### src/rtl/dmem_arbiter.sv
// dmem_arbiter: two-requester (CPU / loader) arbiter in front of a single-port
// data memory. Each access takes three cycles: IDLE (sample and latch), BUSY
// (grant and drive memory), RESP (read data valid). Addresses above ADDR_LIMIT
// are not written, read back as zero, and flag addr_err.
// Optional build macro: DMEM_ARB_FIXED_PRIO_EN -- requester 0 always wins ties
// and the round-robin pointer is removed.
module dmem_arbiter #(
   parameter int ADDR_LIMIT = 65535
) (
   input  logic        clk,
   input  logic        rst,
   input  logic        req0,
   input  logic        req1,
   input  logic        we0,
   input  logic        we1,
   input  logic [31:0] addr0,
   input  logic [31:0] addr1,
   input  logic [31:0] wdata0,
   input  logic [31:0] wdata1,
   output logic        gnt0,
   output logic        gnt1,
   output logic        rvalid0,
   output logic        rvalid1,
   output logic [31:0] rdata,
   output logic        addr_err,
   output logic [31:0] read_address,
   output logic [31:0] write_address,
   output logic        write_enable,
   output logic [31:0] data_in,
   input  logic [31:0] data_out
);

   typedef enum logic [1:0] {
      IDLE = 2'd0,
      BUSY = 2'd1,
      RESP = 2'd2
   } state_t;

   localparam logic [31:0] ADDR_LIMIT_C = 32'(ADDR_LIMIT);

   state_t      state_r;
   state_t      state_nxt_s;

   // Latched copy of the winning request, valid from BUSY through RESP.
   logic        owner_r;
   logic        we_l_r;
   logic [31:0] addr_l_r;
   logic [31:0] wdata_l_r;

   // Arbitration result and the selected request fields.
   logic        any_req_s;
   logic        win_s;
   logic        sel_we_s;
   logic [31:0] sel_addr_s;
   logic [31:0] sel_wdata_s;
   logic        sel_oor_s;
   logic        lat_oor_s;

   // Next values for the registered outputs.
   logic        gnt0_nxt_s;
   logic        gnt1_nxt_s;
   logic        rvalid0_nxt_s;
   logic        rvalid1_nxt_s;
   logic        addr_err_nxt_s;
   logic        write_enable_nxt_s;
   logic [31:0] mem_addr_nxt_s;
   logic [31:0] data_in_nxt_s;

`ifndef DMEM_ARB_FIXED_PRIO_EN
   // Id of the requester granted most recently; resets to 1 so 0 wins first tie.
   logic        last_r;
`endif

   // Pick the winning requester for a sample taken in IDLE.
   always_comb begin
      any_req_s = req0 | req1;
      win_s     = 1'b0;
`ifdef DMEM_ARB_FIXED_PRIO_EN
      if (req0) begin
         win_s = 1'b0;
      end else begin
         win_s = 1'b1;
      end
`else
      if (req0 && req1) begin
         win_s = ~last_r;
      end else if (req0) begin
         win_s = 1'b0;
      end else begin
         win_s = 1'b1;
      end
`endif
   end

   // Route the winner's request fields and classify its address.
   always_comb begin
      sel_we_s    = 1'b0;
      sel_addr_s  = 32'd0;
      sel_wdata_s = 32'd0;
      if (win_s) begin
         sel_we_s    = we1;
         sel_addr_s  = addr1;
         sel_wdata_s = wdata1;
      end else begin
         sel_we_s    = we0;
         sel_addr_s  = addr0;
         sel_wdata_s = wdata0;
      end
      sel_oor_s = (sel_addr_s > ADDR_LIMIT_C);
      lat_oor_s = (addr_l_r > ADDR_LIMIT_C);
   end

   // State register.
   always_ff @(posedge clk) begin
      if (rst) begin
         state_r <= IDLE;
      end else begin
         state_r <= state_nxt_s;
      end
   end

   // Next-state logic: IDLE -> BUSY on any request, then RESP, then IDLE.
   always_comb begin
      state_nxt_s = state_r;
      case (state_r)
         IDLE: begin
            if (any_req_s) begin
               state_nxt_s = BUSY;
            end else begin
               state_nxt_s = IDLE;
            end
         end
         BUSY:    state_nxt_s = RESP;
         RESP:    state_nxt_s = IDLE;
         default: state_nxt_s = IDLE;
      endcase
   end

   // Latch the winning request (and advance the round-robin pointer) in IDLE.
   always_ff @(posedge clk) begin
      if (rst) begin
         owner_r   <= 1'b0;
         we_l_r    <= 1'b0;
         addr_l_r  <= 32'd0;
         wdata_l_r <= 32'd0;
`ifndef DMEM_ARB_FIXED_PRIO_EN
         last_r    <= 1'b1;
`endif
      end else if ((state_r == IDLE) && any_req_s) begin
         owner_r   <= win_s;
         we_l_r    <= sel_we_s;
         addr_l_r  <= sel_addr_s;
         wdata_l_r <= sel_wdata_s;
`ifndef DMEM_ARB_FIXED_PRIO_EN
         last_r    <= win_s;
`endif
      end else begin
         owner_r   <= owner_r;
         we_l_r    <= we_l_r;
         addr_l_r  <= addr_l_r;
         wdata_l_r <= wdata_l_r;
`ifndef DMEM_ARB_FIXED_PRIO_EN
         last_r    <= last_r;
`endif
      end
   end

   // Output values for the coming cycle. BUSY is only entered from IDLE, so
   // its memory controls come straight from the request being latched.
   always_comb begin
      gnt0_nxt_s         = 1'b0;
      gnt1_nxt_s         = 1'b0;
      rvalid0_nxt_s      = 1'b0;
      rvalid1_nxt_s      = 1'b0;
      addr_err_nxt_s     = 1'b0;
      write_enable_nxt_s = 1'b0;
      mem_addr_nxt_s     = 32'd0;
      data_in_nxt_s      = 32'd0;
      if ((state_r == IDLE) && (state_nxt_s == BUSY)) begin
         gnt0_nxt_s         = ~win_s;
         gnt1_nxt_s         = win_s;
         write_enable_nxt_s = sel_we_s & ~sel_oor_s;
         mem_addr_nxt_s     = sel_addr_s;
         data_in_nxt_s      = sel_wdata_s;
      end else if ((state_r == BUSY) && (state_nxt_s == RESP)) begin
         rvalid0_nxt_s  = ~we_l_r & ~owner_r;
         rvalid1_nxt_s  = ~we_l_r & owner_r;
         addr_err_nxt_s = lat_oor_s;
      end else begin
         gnt0_nxt_s = 1'b0;
      end
   end

   // Output registers; reset clears everything and aborts an access in flight.
   always_ff @(posedge clk) begin
      if (rst) begin
         gnt0          <= 1'b0;
         gnt1          <= 1'b0;
         rvalid0       <= 1'b0;
         rvalid1       <= 1'b0;
         addr_err      <= 1'b0;
         write_enable  <= 1'b0;
         read_address  <= 32'd0;
         write_address <= 32'd0;
         data_in       <= 32'd0;
      end else begin
         gnt0          <= gnt0_nxt_s;
         gnt1          <= gnt1_nxt_s;
         rvalid0       <= rvalid0_nxt_s;
         rvalid1       <= rvalid1_nxt_s;
         addr_err      <= addr_err_nxt_s;
         write_enable  <= write_enable_nxt_s;
         read_address  <= mem_addr_nxt_s;
         write_address <= mem_addr_nxt_s;
         data_in       <= data_in_nxt_s;
      end
   end

   // Capture read data at the end of BUSY; out-of-range reads return zero and
   // writes leave the last read value in place.
   always_ff @(posedge clk) begin
      if (rst) begin
         rdata <= 32'd0;
      end else if ((state_r == BUSY) && !we_l_r) begin
         if (lat_oor_s) begin
            rdata <= 32'd0;
         end else begin
            rdata <= data_out;
         end
      end else begin
         rdata <= rdata;
      end
   end

endmodule

### config.mk
export PLATFORM = sky130hd
export DESIGN_NAME = dmem_arbiter
export DESIGN_NICKNAME = d
export VERILOG_FILES = /design/src/rtl/dmem_arbiter.sv
export SDC_FILE = /design/constraint.sdc
export NUM_CORES = 1
export LEC_CHECK = 0
export BUFFER_PORTS_ARGS = -buffer_cell sky130_fd_sc_hd__buf_4
export CAP_MARGIN = 40
export CORE_AREA = 2 2 115 117
export CTS_BUF_LIST = sky130_fd_sc_hd__clkbuf_8
export CTS_CLUSTER_DIAMETER = 40
export CTS_CLUSTER_SIZE = 12
export DETAILED_ROUTE_END_ITERATION = 12
export DIE_AREA = 0 0 117 119
export GPL_TIMING_DRIVEN = 0
export PLACE_DENSITY = 0.71
export SETUP_SLACK_MARGIN = 0.05
export SYNTH_ARGS = -nofsm -noshare
export SYNTH_HDL_FRONTEND = slang
export SYNTH_SLANG_ARGS = --single-unit
### constraint.sdc
create_clock -name clk -period 1.55 [get_ports clk]
set_input_delay 0.155 -clock clk [delete_from_list [all_inputs] [get_ports clk]]
set_output_delay 0.155 -clock clk [all_outputs]
set_load 0.02 [all_outputs]
**Yosys cells after proc, flatten, opt, wreduce, memory -nomap -nowiden**

Index checks and enable logic that the tools add are counted.

- Mux-type cells: 8
- Equality and inequality tests: 3
- Magnitude comparators: 2
- Reductions and logical operators: 9
- Bitwise logic cells: 11

Operators by type and width:

| cell | number |
|---|---|
| $mux W32 | 3 |
| $gt A32 B16 Y1 const B | 2 |
| $not A1 Y1 | 7 |
| $logic_and A1 B1 Y1 | 5 |
| $eq A2 B1 Y1 const B | 2 |
| $mux W1 | 4 |
| $pmux W2 S2 | 1 |
| $and A1 B1 Y1 | 3 |
| $reduce_or A3 Y1 | 1 |
| $eq A2 B2 Y1 const B | 1 |
| $logic_not A2 Y1 | 1 |
| $reduce_or A2 Y1 | 1 |
| $logic_not A1 Y1 | 1 |
| $or A1 B1 Y1 | 1 |

- Flip-flop bits (word level): 139
- Output and inout bits: 134
- Input bits: 166
- Word-level logic and storage cells: 47

**Depth between registers and ports, before layout**

Gate-level depths: netlist of run 1.

- Depth after elaboration: 7
- Gate-level depth with buffers: 6
- Gate-level depth less buffers: 4

**Least setup slack after synthesis of run 1**

No wires, ideal clock.

- Kind: register to register
- Start point: register state_r[0]
- End point: register we_l_r
- Setup slack: 0.238 ns
- Arrival time: 1.198 ns
- Clock period less this slack: 1.312 ns
- Buffers on the path: 2
- Stages on the path, launching flop included: 7
- Path through: dfxtp_1 nor3_2 and3_1 buf_4 buf_6 a22o_1 a21o_1

- Cells in the longest elaborated chain, start to end: 2

RTL lines:

| item | line | text |
|---|---|---|
| start: declaration | 41 | `state_t state_r;` |
| start signal: assignment | 118 | `state_r <= state_nxt_s;` |
| $logic_not A2 Y1 | 149 | `end else if ((state_r == IDLE) && any_req_s) begin` |
| $logic_and A1 B1 Y1 | 149 |  |
| end signal: assignment | 151 | `we_l_r <= sel_we_s;` |
| end signal: assignment | 159 | `we_l_r <= we_l_r;` |
| end: declaration | 46 | `logic we_l_r;` |

Every way passes these cells.
A chain may end at the register's enable or synchronous reset.

**Worst setup path after layout of run 1**

- Start point: register addr_l_r[30]
- End point: register rdata[3]

- Cells in the longest elaborated chain, start to end: 2

RTL lines:

| item | line | text |
|---|---|---|
| start: declaration | 47 | `logic [31:0] addr_l_r;` |
| start signal: assignment | 152 | `addr_l_r <= sel_addr_s;` |
| start signal: assignment | 160 | `addr_l_r <= addr_l_r;` |
| $gt A32 B16 Y1 | 110 | `lat_oor_s = (addr_l_r > ADDR_LIMIT_C);` |
| $mux W32 | 225 | `if (lat_oor_s) begin` |
| end signal: assignment | 228 | `rdata <= data_out;` |
| end signal: assignment | 231 | `rdata <= rdata;` |
| end: declaration | 24 | `output logic [31:0] rdata,` |

Every way passes these cells.

==> results of run 1 <==
==> report_power, final <==
| group | leakage [nW] | internal [mW] | switching [mW] | total, mW |
|---|---|---|---|---|
| registers | 1.01 | 3.35 | 0.108 | 3.46 |
| clock network | 0.227 | 1.68 | 1.24 | 2.92 |
| logic | 3.05 | 1.09 | 0.920 | 2.01 |
==> final cells by class <==
type / count / area (µm²) / share of cell area (%)
Timing Repair Buffer: 447 / 3760 / 41.0
Clock inverter: 12 / 130 / 1.42
Tap cell: 176 / 220 / 2.40
Clock buffer: 20 / 275 / 3.01
Inverter: 3 / 11.3 / 0.123
Sequential cell: 123 / 2470 / 27.0
Buffer: 67 / 487 / 5.31
Multi-Input combinational cell: 311 / 1810 / 19.7
==> final timing paths <==
| check | startpoint | end | slack (ns) | depth (start not counted) |
|---|---|---|---|---|
| hold reg to reg | rdata[31] | rdata[31] | 0.46 | 2 |
| hold / removal | addr0[25] | write_address[25] | 0.01 | 3 |
| setup / recovery | addr_l_r[30] | rdata[3] | 0.06 | 6 |
| setup reg to reg | addr_l_r[30] | rdata[3] | 0.06 | 6 |
==> through the flow <==
stage | std cells | setup slack (ns) | util, % | total power [mW]
after CTS | 1151 | 0.0488 | 68.3 | 8.25
final | 1159 | 0.0551 | 71.1 | 8.39
after global placement | 981 | -0.114 | 54.0 | 5.01
after floorplan | 506 | 0.238 | - | 4.23
after detailed placement | 981 | -0.112 | 54.0 | 5.02
after global routing | 1159 | -0.0514 | 71.1 | 8.75
==> registers in the layout, summed over array words and instances (netlist names), 2 cells and up <==
register	cells
data_in	32
write_address	32
addr_l_r	16
rdata	32
state_r	2
==> layer usage <==
layer / vias up / global-route usage (%) / part of all wire, %
met1: 2555 / 27.1 / 38
met2: 253 / 43.2 / 51
li1: 2603 / - / -
met3: 42 / 8.30 / 7.8
met5: - / 0 / 0
met4: 0 / 9.26 / 2.7
==> cells in the final DEF, fill, tap and decap left out, types with 7 or more instances in the layout <==
cell type	count
dlygate4sd3_1	140
nand3_2	12
a21oi_1	49
nand2_1	114
a22o_1	16
mux2i_1	12
clkbuf_8	20
inv_1	7
buf_4	338
nor2_1	20
dfxtp_1	118
buf_2	12
nand3_1	19
nor4_1	8
o21ai_1	12
a21oi_2	17
==> logic make-up after synthesis <==
group                  Yosys count  share of synthesized area [%]
DFF                            123                           54.8
muxes                           16                           3.57
buffers and inverters           72                           9.92
AOI/OAI and AO/OA              105                           13.5
and+or+nand+nor                190                           18.2
==> worst register-to-register path, delay by kind of cell, from the launching register on <==
kind,cells,cell delay (ns)
AO/OA/AOI/OAI,1,0.14
AND/OR/NAND/NOR,3,0.58
flip-flops,1,0.34
buffers and inverters,2,0.37
==> synthesized netlist by cell type <==
library cell and n:
buf_4 39, buf_2 17, o21ai_0 4, buf_6 1, nor3_1 2, or2_1 2, a21o_1 2, nor3_2 1
buf_1 1, o211a_1 1, nor2_1 21, a21oi_2 1, nand2b_1 1, and4_1 1, nor3b_1 1, nor4_1 12
nand3_1 32, o21a_1 1, a21boi_1 1, a22o_1 17, inv_1 3, nand4_1 2, a21oi_1 65, dfxtp_1 123
clkbuf_1 11, nand2_1 114, and3_1 1, o21ai_1 13, mux2i_1 16
==> repair_timing <==
item	4_1_cts	5_1_grt
resized for setup	12	66
hold buffers	138	2
endpoints found under the setup margin	59	83
endpoints found under the hold margin	86	1
pin swaps	0	42
cloned	0	3
setup buffers	0	5
==> impl_metrics.toml, run 1 <==
[setup_path]
slowest_delay_ns = 0.34
critPathLaunchType = "register"
path_class = "register to register"
crit_arrival_ns = 1.85
cp_top_family = "simple AND/OR/NAND/NOR gates"
crit_fanout = 8
critical_path.slowest_cell = "dfxtp_2"
cp_num_buf_inv = 2
cp.required_ns = 1.90
cp_cell_sequence = "nor4_4 -> and4_1 -> buf_6 -> clkbuf_16 -> nand3_2 -> a21oi_2"
worstSetupEndpointType = "register"

[run]
maxCapViolCount = 0

[sta]
fin_setup_tns_ns = 0
rsz0062_at_grt = "yes"
fmax_ghz = 0.669
period_share_pct = 96.4
fin_crit_ns = 1.49
timing.hold.ws_ns = 0.0122
tightest_slew_ns = 0.668
finalHoldViolations = 0
fin_skew_ns = 0.00838
relSlewSlack_pct = 55.5
setup_viol = 0
finalMaxSlewViolations = 0

[placement]
post_dp_cell_area_um2 = 6960
hpwlAfterDp_um = 11300
gp_congestion = 0.797
io_buffer_count = 299

[synthesis]
synth.area.top_cells = "dfxtp_1 55%, nand2_1 9.5%, a21oi_1 7.2%, buf_4 6.5%, mux2i_1 3.6%"
synth_seq_cells = 123
syn_area_per_cell_um2 = 8.88
synth_top_cell_by_area = "dfxtp_1"
syn-num-nets = 672
synth.distinct_cells = 29
synth-warning-count = 0
synthDominantCellAreaShare_pct = 54.8
netlist_area_um2 = 4490
synth_seq_area_share_pct = 54.8
netlist_instances = 506

[floorplanning]
die-height_um = 119
start_util_pct = 34.9
core_area_um2 = 12900
rows = 42
die_area_um2 = 13900
die_w_um = 117
io_pins = 300

[global_routing]
grt_usage_pct = 24.6
grt_pass1_vias = 5402
grt-ovfl-total = 0
antenna_found_initial = 0
grt_max_degree = 17
grt_pass1_wl_um = 26600

[detailed_routing]
via_per_inst = 4.70
drt_iter0_drc = 318
drt-wirelength-per-cell_um = 15.9
vias = 5453
drt_wl_total_um = 18400
drtPass1Iterations = 4
ant_nets = 0
drc_errors = 0

[finish]
nFillCells = 908
area_growth_pct = 104
stdcell_area_um2 = 9160
drive_gt1_share_pct = 45.3
antenna-diode-count = 0
finalNetCount = 1136

[cts]
htree_levels = 4
cts_buffers = 17
cts-root-buf = "clkbuf_8"
cts_tree = "done"
cts_buffer_depth = 2
clkSinkCount = 123
clk_pin_slew_ns = 0.07
clock_latency_ns = 0.42

[power_and_ir_drop]
power_leakage_nw = 4.29
vdd_drop_max_uv = 537
power_density_nw_per_um2 = 916

[status]
outcome = "finished, final reports clean"

[hold_path]
hp-class = "input pin to register"
No activity file was read; power rests on OpenSTA's default activity.
==> run 2: changes to the inputs <==
--- a/config.mk
+++ b/config.mk
@@ -15,6 +15,7 @@
 export DIE_AREA = 0 0 117 119
 export GPL_TIMING_DRIVEN = 0
 export PLACE_DENSITY = 0.71
+export RECOVER_POWER = 50
 export SETUP_SLACK_MARGIN = 0.05
 export SYNTH_ARGS = -nofsm -noshare
 export SYNTH_HDL_FRONTEND = slang
==> impl_metrics.toml, run 2 (synthesized netlist as in run 1, its figures left out) <==
[cts]
clock_latency_ns = 0.43
cts_buffers = 17
cts_buffer_depth = 2
htree_levels = 4
clkSinkCount = 123
cts_tree = "done"
clk_pin_slew_ns = 0.07
cts-root-buf = "clkbuf_8"

[sta]
fmax_ghz = 0.670
finalHoldViolations = 0
finalMaxSlewViolations = 0
fin_skew_ns = 0.00784
setup_viol = 0
period_share_pct = 96.3
worst_slack_ns = 0.0576
relSlewSlack_pct = 55.8
tightest_slew_ns = 0.663
fin_crit_ns = 1.49
rsz0062_at_grt = "yes"

[finish]
area_growth_pct = 94.4
antenna-diode-count = 0
finalNetCount = 1136
post-route-util_pct = 67.8
drive_gt1_share_pct = 33.8
largestRegisters = "data_in x32, rdata x32, write_address x32"
layout_commonest_cell = "buf_4"
layout_common_cells = "224 x buf_4, 140 x dlygate4sd3_1, 118 x clkbuf_1, 118 x dfxtp_1, 114 x nand2_1"

[placement]
hpwlAfterDp_um = 11300
gp_congestion = 0.797
io_buffer_count = 299
pre_cts_ws_ns = -0.112

[detailed_routing]
drt_iter0_drc = 354
drt_wl_total_um = 18500
drt-wirelength-per-cell_um = 15.9
vias = 5469
drtPass1Iterations = 7
ant_nets = 0
via_per_inst = 4.72
drc_errors = 0

[setup_path]
crit_fanout = 8
rr_endpoint = "rdata[3]"
reg2reg_slack_ns = 0.06
critical_path.slowest_cell = "dfxtp_2"
cp_cell_sequence = "nor4_4 -> and4_1 -> buf_6 -> clkbuf_16 -> nand3_2 -> a21oi_2"
path_class = "register to register"
rr_worst_depth = 6
reg2reg_from = "addr_l_r[30]"
worstSetupEndpointType = "register"
critPathLaunchType = "register"
slowest_delay_ns = 0.34
cp.required_ns = 1.90
crit_arrival_ns = 1.84

[hold_path]
hp-start = "addr0[25]"
hp-class = "input pin to register"
holdPathStages = 3
min_to = "write_address[25]"

[floorplanning]
die-height_um = 119
io_pins = 300
rows = 42
die_w_um = 117
core_area_um2 = 12900
start_util_pct = 34.9
die_area_um2 = 13900

[global_routing]
grt_pass1_vias = 5402
grt_usage_pct = 24.6
antenna_found_initial = 0
grt_pass1_wl_um = 26600
grt_max_degree = 17
grt-ovfl-total = 0

[status]
outcome = "finished, final reports clean"

[run]
maxCapViolCount = 0

[power_and_ir_drop]
power_leakage_nw = 3.82
vdd_drop_max_uv = 535
power_density_nw_per_um2 = 946
-- run 2: cell types whose count changed in the layout (fill, tap and decap cells not counted) --
| cell | previous run | this run |
|---|---|---|
| buf_4 | 338 | 224 |
| clkbuf_1 | 5 | 118 |
| clkbuf_2 | 5 | 6 |
-- run 2: where the power goes --
part	switching, mW	leakage [nW]	total (mW)	internal, mW
logic	0.921	2.58	1.89	0.965
registers	0.105	1.01	3.45	3.35
clock network	1.24	0.227	2.93	1.68
-- run 2: worst max path at each step --
stage                 start           end  slack (ns)
6_report       addr_l_r[30]      rdata[3]        0.06
5_1_grt        addr_l_r[18]     rdata[17]       -0.05
4_1_cts        addr_l_r[23]     rdata[13]        0.05
2_1_floorplan    state_r[0]        we_l_r        0.24
3_3_place_gp         last_r  addr_l_r[21]       -0.11
3_5_place_dp         last_r  addr_l_r[21]       -0.11
-- run 2: final cells by class --
| class | count | area, µm² |
|---|---|---|
| Sequential cell | 123 | 2470 |
| Buffer | 67 | 484 |
| Tap cell | 176 | 220 |
| Inverter | 3 | 11.3 |
| Multi-Input combinational cell | 311 | 1810 |
| Clock inverter | 12 | 130 |
| Fill cell | 1074 | 4140 |
| Timing Repair Buffer | 447 | 3330 |
| Clock buffer | 20 | 275 |
-- run 2: repair_timing --
item / in CTS / in global routing
gates resized for setup: 12 / 66
hold buffers: 138 / 2
buffers inserted: 0 / 5
pin swaps: 0 / 42
setup endpoints to repair: 59 / 83
cloned: 0 / 3
endpoints found under the hold margin: 86 / 1
-- run 2: worst max-delay path, delay by kind of cell (launching register included) --
family / cells / cell delay, ns
buf+inv: 2 / 0.36
simple gates: 3 / 0.57
compound gates: 1 / 0.14
flops: 1 / 0.34
-- run 2: per-layer routing --
metal / vias up / GRT usage, % / wire length [µm]
li1: 2606 / - / -
met1: 2563 / 27.1 / 7070
met2: 261 / 43.2 / 9470
met3: 39 / 8.30 / 1450
met4: 0 / 9.26 / 478
met5: - / 0 / 0
-- run 2: stage by stage --
| stage | instances | cell area [µm²] | setup TNS, ns | power [mW] | hold WS (ns) |
|---|---|---|---|---|---|
| after global placement | 981 | 6960 | -1.23 | 5.01 | 0.365 |
| after CTS | 1151 | 8790 | 0 | 8.25 | 0.00135 |
| after floorplan | 506 | 4490 | 0 | 4.23 | 0.280 |
| after global routing | 1159 | 8730 | -0.187 | 8.62 | 0.00490 |
| after detailed placement | 981 | 6960 | -1.85 | 5.02 | 0.367 |
| final | 1159 | 8730 | 0 | 8.26 | 0.0133 |
==> run 3: changes to the inputs <==
--- a/config.mk
+++ b/config.mk
@@ -7,16 +7,17 @@
 export LEC_CHECK = 0
 export BUFFER_PORTS_ARGS = -buffer_cell sky130_fd_sc_hd__buf_4
 export CAP_MARGIN = 40
-export CORE_AREA = 2 2 115 117
+export CORE_AREA = 2 2 148 78
 export CTS_BUF_LIST = sky130_fd_sc_hd__clkbuf_8
 export CTS_CLUSTER_DIAMETER = 40
 export CTS_CLUSTER_SIZE = 12
 export DETAILED_ROUTE_END_ITERATION = 12
-export DIE_AREA = 0 0 117 119
+export DIE_AREA = 0 0 150 80
 export GPL_TIMING_DRIVEN = 0
-export PLACE_DENSITY = 0.71
+export PLACE_DENSITY = 0.82
 export RECOVER_POWER = 50
 export SETUP_SLACK_MARGIN = 0.05
+export SKIP_LAST_GASP = 1
 export SYNTH_ARGS = -nofsm -noshare
 export SYNTH_HDL_FRONTEND = slang
 export SYNTH_SLANG_ARGS = --single-unit
==> constraint.sdc (replaced) <==
create_clock -name clk -period 1.4 [get_ports clk]
set_input_delay 0.14 -clock clk [delete_from_list [all_inputs] [get_ports clk]]
set_output_delay 0.14 -clock clk [all_outputs]
set_load 0.02 [all_outputs]
==> impl_metrics.toml, run 3 (synthesized netlist as in run 1, its figures left out) <==
[setup_path]
path_class = "register to register"
cp.required_ns = 1.77
crit_fanout = 8
rr_worst_depth = 6
reg2reg_from = "addr_l_r[18]"
reg2reg_slack_ns = -0.27
rr_endpoint = "rdata[0]"
worstSetupEndpointType = "register"
crit_arrival_ns = 2.04
critPathLaunchType = "register"

[detailed_routing]
drtPass1Iterations = 8
drc_errors = 0
via_per_inst = 5.64
drt_iter0_drc = 415
drt_wl_total_um = 26300
drt-wirelength-per-cell_um = 22.9
vias = 6480
ant_nets = 0

[sta]
fin_crit_ns = 1.67
worst_slack_ns = -0.269
fmax_ghz = 0.599
finalHoldViolations = 0
fin_skew_ns = 0.0207
relSlewSlack_pct = 51.8
tightest_slew_ns = 0.723
rsz0062_at_grt = "yes"
timing.hold.ws_ns = 0.00649
setup_viol = 43
finalMaxSlewViolations = 0
period_share_pct = 119

[global_routing]
antenna_found_initial = 2
grt_usage_pct = 35.7
grt-ovfl-total = 0
grt_max_degree = 20
grt_pass1_wl_um = 32100
grt_pass1_vias = 6119

[cts]
clkSinkCount = 123
htree_levels = 4
clock_latency_ns = 0.46
clk_pin_slew_ns = 0.09
cts_buffer_depth = 2
cts_tree = "done"
cts_buffers = 17
cts-root-buf = "clkbuf_8"

[placement]
placed_cells = 950
io_buffer_count = 299
gp_congestion = 0.866
pre_cts_ws_ns = -0.250
hpwlAfterDp_um = 12000
post_dp_cell_area_um2 = 6920

[finish]
fin_cells = 1149
finalNetCount = 1156
layout_commonest_cell = "buf_4"
drive_gt1_share_pct = 38.8
largestRegisters = "data_in x32, rdata x32, write_address x32"
stdcell_area_um2 = 9290
area_growth_pct = 107
layout_common_cells = "234 x buf_4, 155 x dlygate4sd3_1, 117 x dfxtp_1, 114 x clkbuf_1, 112 x nand2_1"

[power_and_ir_drop]
vdd_drop_max_uv = 716
fin_total_pwr_mw = 10.0
power_density_nw_per_um2 = 1080
power_leakage_nw = 3.93

[hold_path]
min_to = "write_address[23]"
hp-class = "input pin to register"
hp-start = "addr1[23]"
holdPathStages = 3

[floorplanning]
core_area_um2 = 10700
die_area_um2 = 12000
start_util_pct = 42.1
io_pins = 300
rows = 27
die_w_um = 150
die-height_um = 80

[status]
outcome = "finished, violations left"
violations = "setup timing"

[run]
maxCapViolCount = 0
## run 3: cell count changes in the layout (fill, tap and decap cells not counted), sizes merged
cell	previous run	this run
clkinvlp	0	3
buf	244	255
inv	7	4
clkbuf	150	142
dlygate4sd3	140	155
bufinv	3	5
clkinv	5	4
diode	0	2
## run 3: power breakdown
part | switching [mW] | internal [mW]
Sequential | 0.152 | 3.70
Combinational | 1.26 | 1.18
Clock | 1.56 | 2.14
## run 3: layout make-up
cell class                      count  area (µm²)
Antenna cell                        2        5.00
Buffer                             66         515
Clock buffer                       18         248
Clock inverter                     13         200
Fill cell                         566        1390
Inverter                            3        11.3
Multi-Input combinational cell    311        2110
Sequential cell                   123        2470
Tap cell                          145         181
Timing Repair Buffer              468        3550
## run 3: how the worst max path moves through the flow
stage	start	endpoint	cells after the start
2_1_floorplan	state_r[0]	we_l_r	6
3_3_place_gp	addr_l_r[23]	rdata[11]	6
3_5_place_dp	addr_l_r[23]	rdata[5]	6
4_1_cts	addr_l_r[30]	rdata[5]	6
5_1_grt	state_r[1]	rdata[0]	5
6_report	addr_l_r[18]	rdata[0]	6
## run 3: what timing repair did
action,4_1_cts,5_1_grt
pin swaps,57,16
hold endpoints to repair,94,2
gates resized for setup,87,83
setup endpoints to repair,99,99
buffers inserted,3,6
hold buffers,153,2
cloned,3,2
## run 3: stage by stage
step	utilization (%)	setup TNS [ns]
after global placement	64.8	-11.83
final	87.0	-6.79
after CTS	86.7	-1.42
after global routing	87.0	-7.83
after floorplan	-	0
after detailed placement	64.8	-13.16
## run 3: worst max-delay path, stage by stage (launching register included)
cell	delay, ns
dfxtp_1	0.35
nor4_1	0.34
and4_4	0.31
buf_8	0.15
buf_6	0.14
nand3_1	0.11
a21oi_2	0.18
## run 3: layer usage
metal | vias up | part of all wire (%) | track usage (%)
met1 | 3082 | 35 | 38.6
met4 | 0 | 7.2 | 19.7
li1 | 2649 | - | -
met3 | 196 | 10 | 10.1
met2 | 553 | 48 | 63.7
met5 | - | 0 | 0
